$ cat config.mk
export PLATFORM = sky130hd
export DESIGN_NAME = rca4_serial_ctrl
export DESIGN_NICKNAME = d
export VERILOG_FILES = /design/src/rtl/rca4_serial_ctrl.sv
export SDC_FILE = /design/constraint.sdc
export NUM_CORES = 1
export LEC_CHECK = 0
export ABC_CLOCK_PERIOD_IN_PS = 2950
export CELL_PAD_IN_SITES_DETAIL_PLACEMENT = 1
export CELL_PAD_IN_SITES_GLOBAL_PLACEMENT = 1
export CORE_MARGIN = 5
export CORE_UTILIZATION = 35
export DETAILED_ROUTE_END_ITERATION = 6
export HOLD_SLACK_MARGIN = 0.08
export PLACE_DENSITY = 0.86
export SYNTH_ARGS = -nofsm -noshare
export SYNTH_HDL_FRONTEND = slang
export SYNTH_SLANG_ARGS = --single-unit
$ cat constraint.sdc
create_clock -name Clk -period 2.95 [get_ports Clk]
set_input_delay 0.4425 -clock Clk [delete_from_list [all_inputs] [get_ports Clk]]
set_output_delay 0.4425 -clock Clk [all_outputs]
set_load 0.01 [all_outputs]
$ cat src/rtl/rca4_serial_ctrl.sv
// -----------------------------------------------------------------------------
// rca4_serial_ctrl
//
// Nibble-serial sequencer and round-robin arbiter for a shared external 4-bit
// ripple-carry adder. Two requesters submit wide add/subtract jobs. The block
// feeds the adder one nibble per clock, least-significant nibble first. The
// carry is threaded through a register. The block returns the wide result with
// its carry and two's-complement overflow flags.
//
// Ports
//   Clk, Rst_b            clock, asynchronous active-low reset
//   Req0/Req1             job requests (held until the matching Gnt)
//   X0/Y0/Sub0, X1/Y1/Sub1 operands and op select per requester (1 = X-Y)
//   Gnt0/Gnt1             one-cycle acceptance pulses
//   AdderA/AdderB/AdderCin nibble operands and carry-in driven to the adder
//   AdderSum/AdderCout    combinational sum/carry returned from the adder
//   Result/CarryOut/Overflow/DoneId  completed-job outputs, held until next Done
//   Done                  one-cycle completion pulse
// -----------------------------------------------------------------------------
module rca4_serial_ctrl #(
   parameter int NIBBLES = 4
) (
   input  logic                   Clk,
   input  logic                   Rst_b,
   input  logic                   Req0,
   input  logic                   Req1,
   input  logic [4*NIBBLES-1:0]   X0,
   input  logic [4*NIBBLES-1:0]   Y0,
   input  logic [4*NIBBLES-1:0]   X1,
   input  logic [4*NIBBLES-1:0]   Y1,
   input  logic                   Sub0,
   input  logic                   Sub1,
   output logic                   Gnt0,
   output logic                   Gnt1,
   output logic [3:0]             AdderA,
   output logic [3:0]             AdderB,
   output logic                   AdderCin,
   input  logic [3:0]             AdderSum,
   input  logic                   AdderCout,
   output logic [4*NIBBLES-1:0]   Result,
   output logic                   CarryOut,
   output logic                   Overflow,
   output logic                   Done,
   output logic                   DoneId
);

   localparam int W  = 4 * NIBBLES;
   localparam int KW = (NIBBLES > 1) ? $clog2(NIBBLES) : 1;
   localparam logic [KW-1:0] K_LAST = KW'(NIBBLES - 1);

   localparam logic [1:0] S_IDLE = 2'd0;
   localparam logic [1:0] S_RUN  = 2'd1;
   localparam logic [1:0] S_DONE = 2'd2;

   logic [1:0]    r_state;
   logic [KW-1:0] r_k;
   logic          r_carry;
   logic          r_last_id;
   logic [W-1:0]  r_op_a;
   logic [W-1:0]  r_op_b;
   logic [W-1:0]  r_result;
   logic          r_carry_out;
   logic          r_overflow;
   logic          r_done_id;
   logic          r_gnt0;
   logic          r_gnt1;

   logic          w_any_req;
   logic          w_pick1;
   logic          w_sel_sub;
   logic [W-1:0]  w_sel_x;
   logic [W-1:0]  w_sel_y;
   logic          w_run;
   logic          w_last_nib;
   logic [3:0]    w_a_nib [NIBBLES];
   logic [3:0]    w_b_nib [NIBBLES];

   // Split the latched operands into nibble lanes so the adder feed is a
   // simple mux indexed by the nibble counter.
   genvar gi;
   generate
      for (gi = 0; gi < NIBBLES; gi++) begin : g_nib
         assign w_a_nib[gi] = r_op_a[4*gi +: 4];
         assign w_b_nib[gi] = r_op_b[4*gi +: 4];
      end
   endgenerate

   // Round-robin: on a tie the requester that was not served last wins.
   // LastId resets to 1 so Req0 wins the first tie after reset.
   assign w_any_req = Req0 | Req1;
   assign w_pick1   = Req1 & (~Req0 | ~r_last_id);
   assign w_sel_sub = w_pick1 ? Sub1 : Sub0;
   assign w_sel_x   = w_pick1 ? X1 : X0;
   assign w_sel_y   = w_pick1 ? Y1 : Y0;

   assign w_run      = (r_state == S_RUN);
   assign w_last_nib = (r_k == K_LAST);

   always_ff @(posedge Clk or negedge Rst_b) begin
      if (!Rst_b) begin
         r_state     <= S_IDLE;
         r_k         <= '0;
         r_carry     <= 1'b0;
         r_last_id   <= 1'b1;
         r_op_a      <= '0;
         r_op_b      <= '0;
         r_result    <= '0;
         r_carry_out <= 1'b0;
         r_overflow  <= 1'b0;
         r_done_id   <= 1'b0;
         r_gnt0      <= 1'b0;
         r_gnt1      <= 1'b0;
      end else begin
         r_gnt0 <= 1'b0;
         r_gnt1 <= 1'b0;
         case (r_state)
            S_IDLE: begin
               if (w_any_req) begin
                  r_state   <= S_RUN;
                  r_op_a    <= w_sel_x;
                  // Subtract is X + ~Y + 1: the +1 enters as the initial carry.
                  r_op_b    <= w_sel_sub ? ~w_sel_y : w_sel_y;
                  r_carry   <= w_sel_sub;
                  r_k       <= '0;
                  r_last_id <= w_pick1;
                  r_gnt0    <= ~w_pick1;
                  r_gnt1    <= w_pick1;
               end
            end
            S_RUN: begin
               r_result[4*r_k +: 4] <= AdderSum;
               r_carry              <= AdderCout;
               r_k                  <= r_k + 1'b1;
               if (w_last_nib) begin
                  r_state     <= S_DONE;
                  r_k         <= '0;
                  r_carry_out <= AdderCout;
                  // The result MSB is the top bit of the nibble being written now.
                  r_overflow  <= (r_op_a[W-1] == r_op_b[W-1]) &&
                                 (AdderSum[3] != r_op_a[W-1]);
                  r_done_id   <= r_last_id;
               end
            end
            S_DONE: begin
               r_state <= S_IDLE;
            end
            default: begin
               r_state <= S_IDLE;
            end
         endcase
      end
   end

   // Adder inputs are forced to zero outside RUN so the shared adder idles.
   assign AdderA   = w_run ? w_a_nib[r_k] : 4'd0;
   assign AdderB   = w_run ? w_b_nib[r_k] : 4'd0;
   assign AdderCin = w_run & r_carry;

   assign Gnt0     = r_gnt0;
   assign Gnt1     = r_gnt1;
   assign Done     = (r_state == S_DONE);
   assign Result   = r_result;
   assign CarryOut = r_carry_out;
   assign Overflow = r_overflow;
   assign DoneId   = r_done_id;

endmodule
==> impl_metrics.toml, run 1 <==
[clocking]
cts-hold-fix-buffers = 0
cts_made_buffers = 9
htree_levels = 3
clock_latency_ns = 0.33
cts_tree = "built"
postCtsSetupRepairBufs = 0
cts.clk_slew.worst_paths_ns = 0.07
clock_path_buffers = 2
cts_root_buf = "clkbuf_8"
numClockSinks = 59
cts_resized = 0

[die]
core-area_um2 = 9110
num_rows = 35
initial_utilization_pct = 35.4
fp.dieW_um = 106
die_area_um2 = 11200
die_y_um = 106
io_pins = 106

[sta]
hold_viol = 0
rsz0062_at_grt = "false"
finalMaxSlewViolations = 0
finalSetupViolCount = 0
period_needed_ns = 2.58
tns_ns = 0
skew_ns = 0.00504
fin_crit_sh_pct = 87.3
tightestPinTransition_ns = 1.01
maxSlewHeadroom_pct = 32.8
max_freq_mhz = 388

[worst_setup_path]
critPathArrivalTime_ns = 2.13
cp_slowest_cell = "mux4_2"
cp-end-kind = "primary output"
slowest_delay_ns = 0.55
rr_worst_depth = 5
crit_buf_inv = 2
crit_family = "buffers and inverters"
cp_cell_sequence = "buf_4, mux4_2, and2_1, clkdlybuf4s50_1"
critical_path_class = "reg2out"
crit_path_start = "r_k[0]"
cp_max_fo = 17
startpoint_type = "flop"
worstPathRequired_ns = 2.51
worst-path-stages = 4
rrSetupSlack_ns = 0.90
r2r_start = "r_k[1]"

[grt]
met1_usage_pct = 17.9
grt_pass1_wl_um = 14700
grt_max_degree = 44
grt_overflow = 0
grt_util_met3_pct = 5.89
grt_pass1_vias = 2840
antenna_found_initial = 0
grt_usage_pct = 16.7
use_met2_pct = 30.6
top_usage_layer = "met2"

[power]
p_leak_nw = 1.94
p_seq_share_pct = 33.8
p_per_area_nw_per_um2 = 961
clockPowerShare_pct = 18.1
combPwrFrac_pct = 48.1
ir_drop_uv = 336
power_switching_mw = 1.49
p_int_mw = 2.91
netSwitchingFraction_pct = 33.9

[placed_design]
hpwlAfterDp_um = 7040
placedCellCount = 460
gp_routability_congestion = 0.781
portBuffers = 105

[final_layout]
final_common_cell = "clkdlybuf4s50_1"
nNetsFinal = 441
syn_to_final_growth_pct = 42.1
fin_cells = 476
drive_gt1_share_pct = 16.4
most-common-layout-cells = "clkdlybuf4s50_1, dfrtp_1, xnor2_1"
antenna_cells = 0

[routing]
avgViaCountPerCell = 5.15
wl_per_cell_um = 19.4
drt_iter0_drc = 94
ant_nets = 0
wl_um = 9230
firstDrtPassIters = 4
vias = 2450
drc = 0

[synth]
syn_avg_cell_area_um2 = 12.7
synth_area_leaders = "dfrtp_1, xnor2_1, mux2_2"
yosysUniqueCellTypes = 34
synth_top_cell_area_share_pct = 45.0
yosysSeqAreaShare_pct = 45.8
post-synth-top-area-cell = "dfrtp_1"
synthCells = 253
syn-cell-area_um2 = 3230
yosysWarnings = 0
synth.ff_latch_count = 59
syn_nets = 334

[hold_path]
hp-class = "in2async"

[job]
drv_cap = 0

[run_status]
status = "complete, no violations"
[kinds of logic after synthesis]
kind of cell | count (synthesis) | synth area share, %
DFF | 59 | 45.8
and+or+nand+nor | 50 | 10.2
muxes | 44 | 17.5
AOI/OAI and AO/OA | 41 | 11.5
xor gates and xnor gates | 32 | 8.69
buffers and inverters | 21 | 4.00
adders and majority gates | 6 | 2.33
[power groups by stage]
stage                     clock [mW]  sequential, mW  combinational (mW)
after floorplan                    0            1.44                1.29
after global placement             0            1.47                2.07
after detailed placement           0            1.50                2.15
after CTS                      0.813            1.49                2.16
after global routing           0.849            1.54                2.28
final                          0.799            1.49                2.12
[cell type report]
type	instances	area (um2)
repair buffers	114	1110
fillers	969	4520
clock inverters	5	77.6
well taps	111	139
multi-input cells	173	1630
inverters	3	11.3
clock buffers	11	131
flip-flops and latches	59	1480
[synth_stat cells]
library cell and count:
mux4_2 8, buf_2 4, and3_1 17, nor4b_2 1
nor2b_1 1, a22o_1 17, a21o_1 1, buf_6 3
nor4_2 2, and2b_1 1, a221o_1 16, a21boi_2 1
o21ai_0 1, dfstp_2 1, inv_1 3, nand2b_1 4
clkbuf_1 5, o21ai_2 1, or2_2 1, dfrtp_1 58
and2_1 10, nand3b_1 4, nor2_4 1, a31o_2 1
mux2_2 19, ha_1 6, nor2_1 2, xnor2_1 32
nor3_1 2, buf_4 6, o211ai_1 2, nand2_1 4
o22ai_1 1, mux2i_1 17
[flip-flops by register name, summed over array words and instances (netlist names)]
signal,cells
r_last_id,1
Overflow,1
Gnt0,1
r_k,2
CarryOut,1
Gnt1,1
r_carry,1
r_state,2
r_op_a,16
DoneId,1
r_op_b,16
Result,16
[final timing paths]
path                                    to
worst min-delay path            r_op_b[10]
worst max register to register   Result[6]
worst min register to register   r_op_b[6]
min in group Clk                 r_op_b[6]
worst max-delay path             AdderB[0]
max in group asynchronous       Result[15]
[metal layers]
layer / wire (um) / up-vias / part of all wire [%]
met4: 157 / 0 / 1.7
met1: 3560 / 1203 / 39
li1: - / 1146 / -
met2: 4780 / 89 / 52
met5: 0 / - / 0
met3: 737 / 12 / 8.0
[through the flow]
stage	area (um2)	power (mW)	setup WS (ns)	util (%)	hold WS, ns
after floorplan	3230	2.73	1.11	-	0.147
after global placement	4380	3.54	0.741	48.0	0.484
after CTS	4580	4.46	0.340	50.3	0.308
final	4580	4.40	0.374	50.3	0.276
after global routing	4580	4.67	0.275	50.3	0.349
after detailed placement	4380	3.64	0.711	48.0	0.495
Note: power is estimated with default switching activity, not from simulation.
==> run 2, diff against run 1 <==
- CAP_MARGIN: not set -> 5
- HOLD_SLACK_MARGIN: 0.08 -> not set
==> results of run 2 <==
No change in the layout: final DEF, timing and power equal those of run 1.
